<file path="src/rtl/fetch_unit_if.sv">
// fetch_unit_if: groups the instruction-memory request/response channel,
// the decode-side instruction handshake and the branch-unit redirect inputs
// of the fetch stage into one bundle.
// The master modport is the fetch unit's view.
// The slave modport is the view of the environment (memory, decode and branch unit).
interface fetch_unit_if;
  logic        taken;
  logic        jump;
  logic [31:0] target;

  logic        imem_req_valid;
  logic        imem_req_ready;
  logic [31:0] imem_addr;

  logic        imem_rsp_valid;
  logic [31:0] imem_rsp_data;

  logic        instr_valid;
  logic        instr_ready;
  logic [31:0] instr;
  logic [31:0] instr_pc;

  modport master (
    input  taken,
    input  jump,
    input  target,
    output imem_req_valid,
    input  imem_req_ready,
    output imem_addr,
    input  imem_rsp_valid,
    input  imem_rsp_data,
    output instr_valid,
    input  instr_ready,
    output instr,
    output instr_pc
  );

  modport slave (
    output taken,
    output jump,
    output target,
    input  imem_req_valid,
    output imem_req_ready,
    input  imem_addr,
    output imem_rsp_valid,
    output imem_rsp_data,
    input  instr_valid,
    output instr_ready,
    input  instr,
    input  instr_pc
  );
endinterface

</file>
<file path="src/rtl/fetch_unit.sv">
// FetchUnit: instruction-fetch stage.
// It owns the PC and keeps exactly one instruction-memory request in flight.
// It holds each fetched word for decode until decode accepts it.
// The next PC is chosen in the acceptance cycle: the branch-unit target on a
// redirect, otherwise pc + 4.
// Every output comes straight from a register, so no input reaches an output
// combinationally.
module fetch_unit #(
  parameter logic [31:0] RESET_PC = 32'h0000_0000
) (
  input logic          clk,
  input logic          rst,
  fetch_unit_if.master bus
);

  localparam logic [31:0] NOP_INSTR = 32'h0000_0013;

  typedef enum logic [1:0] {
    IDLE = 2'd0,
    REQ  = 2'd1,
    WAIT = 2'd2,
    OUT  = 2'd3
  } state_t;

  state_t      r_state;
  logic [31:0] r_pc;
  logic [31:0] r_instr;
  logic [31:0] r_instr_pc;
  logic        r_req_valid;
  logic        r_instr_valid;

  logic        w_redirect;
  logic [31:0] w_redirect_pc;
  logic [31:0] w_seq_pc;
  logic [31:0] w_next_pc;

  // Choose the PC that follows the presented instruction (used only on acceptance)
  always_comb begin
    w_redirect    = bus.taken | bus.jump;
    w_redirect_pc = {bus.target[31:2], 2'b00};
    w_seq_pc      = r_pc + 32'd4;
    w_next_pc     = w_redirect ? w_redirect_pc : w_seq_pc;
  end

  // Fetch FSM with registered handshake outputs; reset drops any in-flight response
  always_ff @(posedge clk or posedge rst) begin
    if (rst) begin
      r_state       <= IDLE;
      r_pc          <= RESET_PC;
      r_instr       <= NOP_INSTR;
      r_instr_pc    <= RESET_PC;
      r_req_valid   <= 1'b0;
      r_instr_valid <= 1'b0;
    end else begin
      case (r_state)
        IDLE: begin
          r_state     <= REQ;
          r_req_valid <= 1'b1;
        end

        REQ: begin
          if (bus.imem_req_ready) begin
            r_state     <= WAIT;
            r_req_valid <= 1'b0;
          end
        end

        WAIT: begin
          if (bus.imem_rsp_valid) begin
            r_state       <= OUT;
            r_instr       <= bus.imem_rsp_data;
            r_instr_pc    <= r_pc;
            r_instr_valid <= 1'b1;
          end
        end

        OUT: begin
          if (bus.instr_ready) begin
            r_state       <= REQ;
            r_pc          <= w_next_pc;
            r_instr_valid <= 1'b0;
            r_req_valid   <= 1'b1;
          end
        end

        default: begin
          r_state       <= IDLE;
          r_req_valid   <= 1'b0;
          r_instr_valid <= 1'b0;
        end
      endcase
    end
  end

  assign bus.imem_req_valid = r_req_valid;
  assign bus.imem_addr      = r_pc;
  assign bus.instr_valid    = r_instr_valid;
  assign bus.instr          = r_instr;
  assign bus.instr_pc       = r_instr_pc;

endmodule

</file>
<file path="src/flat_wrapper.sv">
// flat-port wrapper written by rule: the top's interface ports become plain ports
module fetch_unit_flat 
#(
  parameter logic [31:0] RESET_PC = 32'h0000_0000
)
  (clk, rst, bus_taken, bus_jump, bus_target, bus_imem_req_valid, bus_imem_req_ready, bus_imem_addr, bus_imem_rsp_valid, bus_imem_rsp_data, bus_instr_valid, bus_instr_ready, bus_instr, bus_instr_pc);
  fetch_unit_if bus_i ();
  input logic clk;
  input logic rst;
  input wire logic [$bits(bus_i.taken)-1:0] bus_taken;
  input wire logic [$bits(bus_i.jump)-1:0] bus_jump;
  input wire logic [$bits(bus_i.target)-1:0] bus_target;
  output wire logic [$bits(bus_i.imem_req_valid)-1:0] bus_imem_req_valid;
  input wire logic [$bits(bus_i.imem_req_ready)-1:0] bus_imem_req_ready;
  output wire logic [$bits(bus_i.imem_addr)-1:0] bus_imem_addr;
  input wire logic [$bits(bus_i.imem_rsp_valid)-1:0] bus_imem_rsp_valid;
  input wire logic [$bits(bus_i.imem_rsp_data)-1:0] bus_imem_rsp_data;
  output wire logic [$bits(bus_i.instr_valid)-1:0] bus_instr_valid;
  input wire logic [$bits(bus_i.instr_ready)-1:0] bus_instr_ready;
  output wire logic [$bits(bus_i.instr)-1:0] bus_instr;
  output wire logic [$bits(bus_i.instr_pc)-1:0] bus_instr_pc;
  assign bus_i.taken = bus_taken;
  assign bus_i.jump = bus_jump;
  assign bus_i.target = bus_target;
  assign bus_imem_req_valid = bus_i.imem_req_valid;
  assign bus_i.imem_req_ready = bus_imem_req_ready;
  assign bus_imem_addr = bus_i.imem_addr;
  assign bus_i.imem_rsp_valid = bus_imem_rsp_valid;
  assign bus_i.imem_rsp_data = bus_imem_rsp_data;
  assign bus_instr_valid = bus_i.instr_valid;
  assign bus_i.instr_ready = bus_instr_ready;
  assign bus_instr = bus_i.instr;
  assign bus_instr_pc = bus_i.instr_pc;
  fetch_unit #(.RESET_PC(RESET_PC)) u_core (.clk(clk), .rst(rst), .bus(bus_i));
endmodule
</file>
<file path="config.mk">
export PLATFORM = sky130hd
export DESIGN_NAME = fetch_unit_flat
export DESIGN_NICKNAME = d
export VERILOG_FILES = /design/src/rtl/fetch_unit_if.sv /design/src/rtl/fetch_unit.sv /design/src/flat_wrapper.sv
export SDC_FILE = /design/constraint.sdc
export NUM_CORES = 1
export LEC_CHECK = 0
export CORE_ASPECT_RATIO = 1.25
export CORE_MARGIN = 2
export CORE_UTILIZATION = 40
export CTS_CLUSTER_SIZE = 30
export DETAILED_ROUTE_END_ITERATION = 8
export PLACE_DENSITY = 0.72
export SLEW_MARGIN = 20
export SYNTH_ARGS = -nofsm -noshare
export SYNTH_HDL_FRONTEND = slang
export SYNTH_SLANG_ARGS = --single-unit
</file>
<file path="constraint.sdc">
create_clock -name clk -period 3.9 [get_ports clk]
set_input_delay 0.585 -clock clk [delete_from_list [all_inputs] [get_ports clk]]
set_output_delay 0.585 -clock clk [all_outputs]
set_load 0.01 [all_outputs]
</file>
==> results of run 1 <==
where the power goes:
part | internal, mW | total, mW | switching, mW | leakage [nW]
sequential | 1.50 | 1.93 | 0.435 | 1.12
combinational | 1.35 | 2.25 | 0.906 | 1.37
clock | 0.531 | 0.907 | 0.376 | 0.156
total | 3.38 | 5.09 | 1.72 | 2.65
metal layers:
metal | share of wire, % | vias up | routed length, µm
met3 | 5.9 | 11 | 698
met4 | 1.2 | 0 | 147
met5 | 0 | - | 0
met2 | 51 | 140 | 6030
met1 | 42 | 1801 | 4940
li1 | - | 1735 | -
critical path, cell delays in order:
cell             delay, ns
clkdlybuf4s50_1       0.53
and2_1                0.14
buf_4                 0.29
nand2_1               0.21
nor4_1                0.44
and3_1                0.22
nor3_1                0.05
through the flow:
stage	setup slack (ns)	hold slack (ns)	std cells	total power [mW]
detailed placement	1.32	0.472	672	4.22
CTS	1.67	0.487	688	5.14
finish	1.64	0.479	688	5.09
floorplan	0.815	0.516	395	2.93
global placement	1.32	0.464	672	4.14
global route	1.47	0.513	688	5.41
sequential cells by signal, indices dropped and copies added (netlist names):
signal and count:
u_core.bus.instr 32, u_core.r_state 2, u_core.bus.instr_pc 30, u_core.bus.imem_req_valid 1, u_core.bus.imem_addr 30, u_core.bus.instr_valid 1
placed cells by master (no fill, tap or decap), types with 5 or more instances in the layout:
cell and instances:
a21oi_1 23, dfrtp_1 93, o21ai_0 25, clkdlybuf4s50_1 162, nand3_1 12, o22ai_1 6, buf_4 7, a311oi_1 5
nand2_1 26, inv_1 8, nor2_1 23, mux2_2 59, nor3_1 9, clkbuf_16 9, nor4_1 6
kinds of logic after synthesis:
kind of cell	count (synthesis)	share of synthesized area, %
buffers and inverters	36	3.83
AO/OA/AOI/OAI	87	12.5
multiplexers	59	15.0
other	1	0.0845
flip-flops	96	54.2
AND/OR/NAND/NOR	109	13.3
adder cells (fa/ha/maj)	4	1.13
layout make-up:
type	instances	area, µm²	area share [%]
inverter	9	38.8	0.599
tap	135	169	2.61
sequential	96	2410	37.2
clock inverter	5	53.8	0.831
multi-input combinational	263	1880	29.0
clock buffer	11	253	3.90
timing repair buffer	169	1670	25.9
final timing paths:
check	startpoint	end	slack (ns)	depth (start not counted)
worst max-delay path	bus_instr_ready	u_core.bus.imem_addr[24]	1.64	7
worst min-delay path	u_core.bus.instr_pc[27]	u_core.bus.instr_pc[27]	0.48	2
worst max register to register	u_core.bus.imem_addr[2]	u_core.bus.imem_addr[28]	1.70	6
worst min register to register	u_core.bus.instr_pc[27]	u_core.bus.instr_pc[27]	0.48	2
max in group asynchronous	rst	u_core.bus.instr[27]	2.43	3
min in group asynchronous	rst	u_core.bus.instr[21]	0.77	2
==> results.sh, run 1 <==
export IMPL_grt_use_met2_pct=33.9
export IMPL_drtIter0Drc=197
export IMPL_yosysWarningCount=0
export IMPL_grt_usage_pct=19.9
export IMPL_p_leak_nw=2.65
export IMPL_hold_viol_final=0
export IMPL_htree_levels=3
export IMPL_ys_seq_area_share_pct=54.2
export IMPL_path_clk_slew_ns=0.07
export IMPL_fin_crit_sh_pct=58.0
export IMPL_hold_buffers=0
export IMPL_ys_ff_latch=96
export IMPL_yosysMostFrequentCell="dfrtp_1"
export IMPL_hp_class="flop to flop"
export IMPL_period_needed_ns=2.26
export IMPL_p_per_area_nw_per_um2=787
export IMPL_dieArea_um2=12000
export IMPL_max_slew_margin_pct=41.7
export IMPL_drive_above_1_share_pct=18.3
export IMPL_drc=0
export IMPL_grt_overflow=0
export IMPL_die_h_um=122
export IMPL_maxSlewViolCount=0
export IMPL_vias=3687
export IMPL_antenna_cells=0
export IMPL_cts_root_buf="clkbuf_16"
export IMPL_clock_path_buffers=2
export IMPL_io_buffer_count=162
export IMPL_cts_buffers=9
export IMPL_worst_pin_slew_ns=0.872
export IMPL_cts_resized=0
export IMPL_met1_usage_pct=25.7
export IMPL_dpl_cell_area_um2=6160
export IMPL_grt_first_pass_wirelength_um=19100
export IMPL_row_count=43
export IMPL_synth_ff_type="dfrtp_1"
export IMPL_syn2layout_area_growth_pct=45.8
export IMPL_syn_instance_count=392
export IMPL_synth_edf_count=0
export IMPL_clock_fmax_mhz=442
export IMPL_via_per_inst=5.36
export IMPL_synthTopCellsByArea="dfrtp_1, mux2_2, o21ai_0, a21oi_1, nand2_1"
export IMPL_postLayoutCoreUtil_pct=59.0
export IMPL_path_max_fanout=28
export IMPL_post_drt_wl_per_cell_um=17.2
export IMPL_outcome="complete, no violations"
export IMPL_worstSetupStartpointType="input pin"
export IMPL_fin_worst_skew_ns=0.00802
export IMPL_fill_cells=893
export IMPL_synth_top_area_share_pct=52.4
export IMPL_io_pins=169
export IMPL_fin_area_um2=6470
export IMPL_synthArstFlopShare_pct=100
export IMPL_critPathKind="input pin to flop"
export IMPL_grt_antenna_before_repair=0
export IMPL_place_congestion=0.836
export IMPL_grt_pass1_vias=3750
export IMPL_die_w_um=98.2
export IMPL_setup_viol=0
export IMPL_cp_end_kind="flop"
export IMPL_synth_cell_types=53
export IMPL_grt_max_degree=87
export IMPL_clock_sinks=96
export IMPL_drtAntennaViolNets=0
export IMPL_cts_tree="yes"
export IMPL_ir_drop_mv=0.334
export IMPL_insertion_delay_ns=0.34
export IMPL_crit_arrival_ns=2.48
export IMPL_hpwl_um=8460
export IMPL_tns_ns=0
export IMPL_required_ns=4.12
export IMPL_wl_um=11800
export IMPL_maxCapViolCount=0
export IMPL_yosysTopAreaCell="dfrtp_1"
export IMPL_synth_commonest_cells="dfrtp_1, mux2_2, nand2_1, o21ai_0, nor2_1"
export IMPL_coreArea_um2=11000
export IMPL_synth_area_um2=4440
export IMPL_initial_core_util_pct=40.4
export IMPL_grtUsageMet3_pct=4.59
export IMPL_final_nets=623
export IMPL_top_usage_layer="met2"
export IMPL_first_pass_iters=4
export IMPL_syn_area_per_cell_um2=11.3
export IMPL_cts_setup_buffers=0
export IMPL_grt_setup_unrepaired="false"
Power figures use the tool's default switching activity.
==> inputs of run 2 (changes only) <==
- clock period: 3.9 -> 2.35 ns (I/O delays scaled with it)
==> run 2 against run 1 <==
  * Total power increased by 67%
  * Sequential power is 64% higher
  * Global-route usage rose by 0.098 points
  * Utilization grew 0.67 points
  * Clock power rose by 65%
  * Clock skew shrank 0.0024 ns
  * Final area is 1.1% higher
  * Via count rose by 2.1%
  * Sequential share of layout area down 0.42 points
  * Critical path type is now flop to flop
  * Largest power group unchanged
==> results.sh, run 2 (same netlist as run 1, synthesis figures left out) <==
export IMPL_critPathKind="flop to flop"
export IMPL_io_buffer_count=162
export IMPL_clockPowerShare_pct=17.6
export IMPL_p_sw_mw=2.85
export IMPL_worst_pin_slew_ns=0.592
export IMPL_dpl_cell_area_um2=6240
export IMPL_clock_path_buffers=2
export IMPL_place_congestion=0.858
export IMPL_die_h_um=122
export IMPL_cts_root_buf="clkbuf_16"
export IMPL_grt_overflow=0
export IMPL_clock_sinks=96
export IMPL_drtAntennaViolNets=0
export IMPL_dp_cells=677
export IMPL_initial_core_util_pct=40.4
export IMPL_largest_register_ff_count=32
export IMPL_maxSlewViolCount=0
export IMPL_drc=0
export IMPL_antenna_cells=0
export IMPL_post_drt_wl_per_cell_um=17.1
export IMPL_pre_cts_ws_ns=0.187
export IMPL_drtIter0Drc=194
export IMPL_power_internal_mw=5.65
export IMPL_row_count=43
export IMPL_hp_class="input pin to asynchronous set/reset pin"
export IMPL_cts_tree="yes"
export IMPL_required_ns=2.58
export IMPL_dieArea_um2=12000
export IMPL_cts_setup_buffers=0
export IMPL_tns_ns=0
export IMPL_fin_area_um2=6550
export IMPL_power_frac_comb_pct=45.1
export IMPL_grt_first_pass_wirelength_um=19200
export IMPL_p_leak_nw=2.68
export IMPL_grt_antenna_before_repair=0
export IMPL_syn2layout_area_growth_pct=47.5
export IMPL_cp_end_kind="flop"
export IMPL_grt_pass1_vias=3803
export IMPL_first_pass_iters=4
export IMPL_path_clk_slew_ns=0.07
export IMPL_fin_crit_sh_pct=87.3
export IMPL_fin_worst_skew_ns=0.00564
export IMPL_hpwl_um=8570
export IMPL_final_nets=628
export IMPL_outcome="complete, no violations"
export IMPL_die_w_um=98.2
export IMPL_hold_buffers=0
export IMPL_maxCapViolCount=0
export IMPL_p_seq_share_pct=37.3
export IMPL_hold_viol_final=0
export IMPL_via_per_inst=5.43
export IMPL_postLayoutCoreUtil_pct=59.6
export IMPL_hold_slack_ns=0.437
export IMPL_max_slew_margin_pct=60.4
export IMPL_vias=3766
export IMPL_fin_cells=693
export IMPL_period_needed_ns=2.05
export IMPL_coreArea_um2=11000
export IMPL_cts_buffers=9
export IMPL_insertion_delay_ns=0.34
export IMPL_cts_resized=0
export IMPL_p_total_mw=8.50
export IMPL_htree_levels=3
export IMPL_grt_setup_unrepaired="false"
export IMPL_final_cell_mix="clkdlybuf4s50_1, dfrtp_1, mux2_2"
export IMPL_swShare_pct=33.5
export IMPL_ir_drop_mv=0.697
export IMPL_drive_above_1_share_pct=19.0
export IMPL_setup_ws_ns=0.298
export IMPL_io_pins=169
export IMPL_layout_cells_most_common="clkdlybuf4s50_1"
export IMPL_crit_arrival_ns=2.28
export IMPL_path_max_fanout=7
export IMPL_clock_fmax_mhz=487
export IMPL_p_per_area_nw_per_um2=1300
export IMPL_grt_usage_pct=20.0
export IMPL_worstSetupStartpointType="flop"
export IMPL_setup_viol=0
export IMPL_grt_max_degree=53
export IMPL_wl_um=11800
-- run 2: worst max-delay path, stage by stage (launching register included) --
cell	delay, ns
dfrtp_1	0.43
ha_1	0.21
and3_1	0.36
nand4_1	0.32
nor4_2	0.36
a31oi_1	0.12
a2bb2oi_1	0.14
-- run 2: final cells by class --
class                           instances  area [µm²]
Clock inverter                          5        53.8
Multi-Input combinational cell        263        1880
Inverter                                9        37.5
Sequential cell                        96        2410
Tap cell                              135         169
Clock buffer                           11         253
Timing Repair Buffer                  174        1750
Fill cell                             932        4430
-- run 2: worst paths after layout --
| kind | from | end | slack, ns | cells after the start |
|---|---|---|---|---|
| setup / recovery | u_core.bus.imem_addr[3] | u_core.bus.imem_addr[28] | 0.30 | 6 |
| hold / removal | rst | u_core.bus.instr[25] | 0.44 | 2 |
| setup reg to reg | u_core.bus.imem_addr[3] | u_core.bus.imem_addr[28] | 0.30 | 6 |
| hold reg to reg | u_core.bus.instr_pc[9] | u_core.bus.instr_pc[9] | 0.48 | 2 |
| max in group asynchronous | rst | u_core.bus.imem_addr[7] | 1.29 | 3 |
| min in group clk | u_core.bus.instr_pc[9] | u_core.bus.instr_pc[9] | 0.48 | 2 |
-- run 2: power by group through the flow --
stage	Combinational, mW	Clock, mW	Sequential, mW
CTS	3.88	1.53	3.18
detailed placement	3.86	0	3.21
finish	3.83	1.50	3.17
global route	4.14	1.59	3.32
floorplan	1.40	0	3.46
global placement	3.78	0	3.15
-- run 2: per-layer routing --
metal | GRT usage, % | up-vias | share of wire [%]
met5 | 0 | - | 0
met4 | 7.53 | 0 | 1.8
met3 | 3.61 | 14 | 6.8
met2 | 34.0 | 155 | 50
met1 | 25.7 | 1846 | 42
li1 | - | 1751 | -
==> inputs of run 3 (changes only) <==
- PLACE_DENSITY: 0.72 -> 0.79
==> run 3 against run 2 <==
  * Global-route usage increased by 0.95 points
  * Final cell count increased by 0.58%
  * Utilization increased by 0.39 points
  * Critical endpoint unchanged
  * Critical path depth unchanged
  * Sequential cell count unchanged
  * Clock power about the same
  * Final area increased by 0.65%
  * Combinational power increased by 1%
  * Sequential power increased by 1%
==> results.sh, run 3 (same netlist as run 1, synthesis figures left out) <==
export IMPL_outcome="complete, no violations"
export IMPL_die_w_um=98.2
export IMPL_hold_buffers=0
export IMPL_p_seq_share_pct=37.3
export IMPL_power_frac_comb_pct=45.0
export IMPL_fill_cells=904
export IMPL_r2r_start="u_core.bus.imem_addr[3]"
export IMPL_final_nets=633
export IMPL_clockPowerShare_pct=17.8
export IMPL_p_leak_nw=2.69
export IMPL_ff_latch_area_um2=2410
export IMPL_drc=0
export IMPL_reg2reg_to="u_core.bus.imem_addr[28]"
export IMPL_hold_viol_final=0
export IMPL_fin_crit_sh_pct=90.5
export IMPL_crit_arrival_ns=2.34
export IMPL_max_slew_margin_pct=55.2
export IMPL_row_count=43
export IMPL_grt_usage_pct=21.0
export IMPL_power_internal_mw=5.71
export IMPL_period_needed_ns=2.13
export IMPL_worst_pin_slew_ns=0.671
export IMPL_antenna_cells=0
export IMPL_grt_max_degree=45
export IMPL_maxSlewViolCount=0
export IMPL_worstSetupStartpointType="flop"
export IMPL_cts_root_buf="clkbuf_16"
export IMPL_final_cell_mix="clkdlybuf4s50_1, dfrtp_1, mux2_2"
export IMPL_drive_above_1_share_pct=19.4
export IMPL_cts_resized=0
export IMPL_drtAntennaViolNets=0
export IMPL_syn2layout_area_growth_pct=48.5
export IMPL_hpwl_um=9090
export IMPL_coreArea_um2=11000
export IMPL_fin_cells=697
export IMPL_path_max_fanout=7
export IMPL_required_ns=2.56
export IMPL_wl_um=12300
export IMPL_drtIter0Drc=280
export IMPL_grt_overflow=0
export IMPL_fin_worst_skew_ns=0.00712
export IMPL_ff2ff_path_depth=6
export IMPL_path_clk_slew_ns=0.06
export IMPL_fin_area_um2=6590
export IMPL_grt_first_pass_wirelength_um=20000
export IMPL_io_buffer_count=162
export IMPL_die_h_um=122
export IMPL_initial_core_util_pct=40.4
export IMPL_multi_input_area_um2=1880
export IMPL_setup_viol=0
export IMPL_place_congestion=0.881
export IMPL_cts_buffers=9
export IMPL_p_per_area_nw_per_um2=1310
export IMPL_grt_pass1_vias=3999
export IMPL_clock_sinks=96
export IMPL_htree_levels=3
export IMPL_cts_tree="yes"
export IMPL_insertion_delay_ns=0.34
export IMPL_rrSetupSlack_ns=0.22
export IMPL_largest_register_ff_count=32
export IMPL_clock_path_buffers=2
export IMPL_maxCapViolCount=0
export IMPL_dieArea_um2=12000
export IMPL_cts_setup_buffers=0
export IMPL_vias=3833
export IMPL_io_pins=169
export IMPL_cp_end_kind="flop"
export IMPL_dp_cells=682
export IMPL_dpl_cell_area_um2=6280
export IMPL_via_per_inst=5.50
export IMPL_layout_cells_most_common="clkdlybuf4s50_1"
export IMPL_first_pass_iters=4
export IMPL_critPathKind="flop to flop"
export IMPL_p_sw_mw=2.90
export IMPL_post_drt_wl_per_cell_um=17.6
export IMPL_clock_fmax_mhz=470
export IMPL_swShare_pct=33.7
export IMPL_grt_setup_unrepaired="false"
export IMPL_hp_class="input pin to asynchronous set/reset pin"
export IMPL_grt_antenna_before_repair=0
export IMPL_ir_drop_mv=0.530
export IMPL_tns_ns=0
[run 3: stage by stage]
step | power (mW) | hold WS [ns] | util [%] | setup slack, ns
5_1_grt | 9.15 | 0.503 | 60.0 | 0.0769
4_1_cts | 8.70 | 0.476 | 60.0 | 0.267
6_report | 8.61 | 0.475 | 60.0 | 0.224
2_1_floorplan | 4.86 | 0.468 | - | 0.548
3_3_place_gp | 6.94 | 0.463 | 57.2 | 0.299
3_5_place_dp | 7.12 | 0.478 | 57.2 | 0.284
[run 3: power groups by stage]
stage | clock network, mW | logic [mW] | registers (mW)
2_1_floorplan | 0 | 1.40 | 3.46
5_1_grt | 1.65 | 4.16 | 3.34
3_5_place_dp | 0 | 3.89 | 3.23
6_report | 1.53 | 3.87 | 3.21
3_3_place_gp | 0 | 3.79 | 3.15
4_1_cts | 1.58 | 3.91 | 3.20
[run 3: area by class of cell]
class	count	share of cell area [%]
tap	135	2.56
clock buffer	10	3.48
sequential	96	36.5
multi-input combinational	263	28.5
inverter	9	0.570
timing repair buffer	179	27.1
clock inverter	5	1.25
[run 3: critical path: stages (launching register included)]
cell and delay (ns):
dfrtp_1 0.44, ha_1 0.23, and3_1 0.36, nand4_1 0.32, nor4_2 0.39, a31oi_1 0.12
a2bb2oi_1 0.14
[run 3: layer usage]
metal  up-vias  wire length (µm)  track usage, %
li1       1763                 -               -
met1      1849              4940            26.2
met2       192              6180            35.3
met3        29               830            4.93
met4         0               336            8.39
met5         -                 0               0
[run 3: how the worst max path moves through the flow]
stage	to	from	depth (start not counted)	slack, ns
6_report	u_core.bus.imem_addr[28]	u_core.bus.imem_addr[3]	6	0.22
5_1_grt	u_core.bus.imem_addr[28]	u_core.bus.imem_addr[3]	6	0.08
4_1_cts	u_core.bus.imem_addr[28]	u_core.bus.imem_addr[3]	6	0.27
3_5_place_dp	u_core.bus.imem_addr[24]	bus_instr_ready	6	0.28
3_3_place_gp	u_core.bus.imem_addr[24]	bus_instr_ready	6	0.30
2_1_floorplan	u_core.bus.imem_addr[26]	u_core.bus.imem_addr[2]	7	0.55
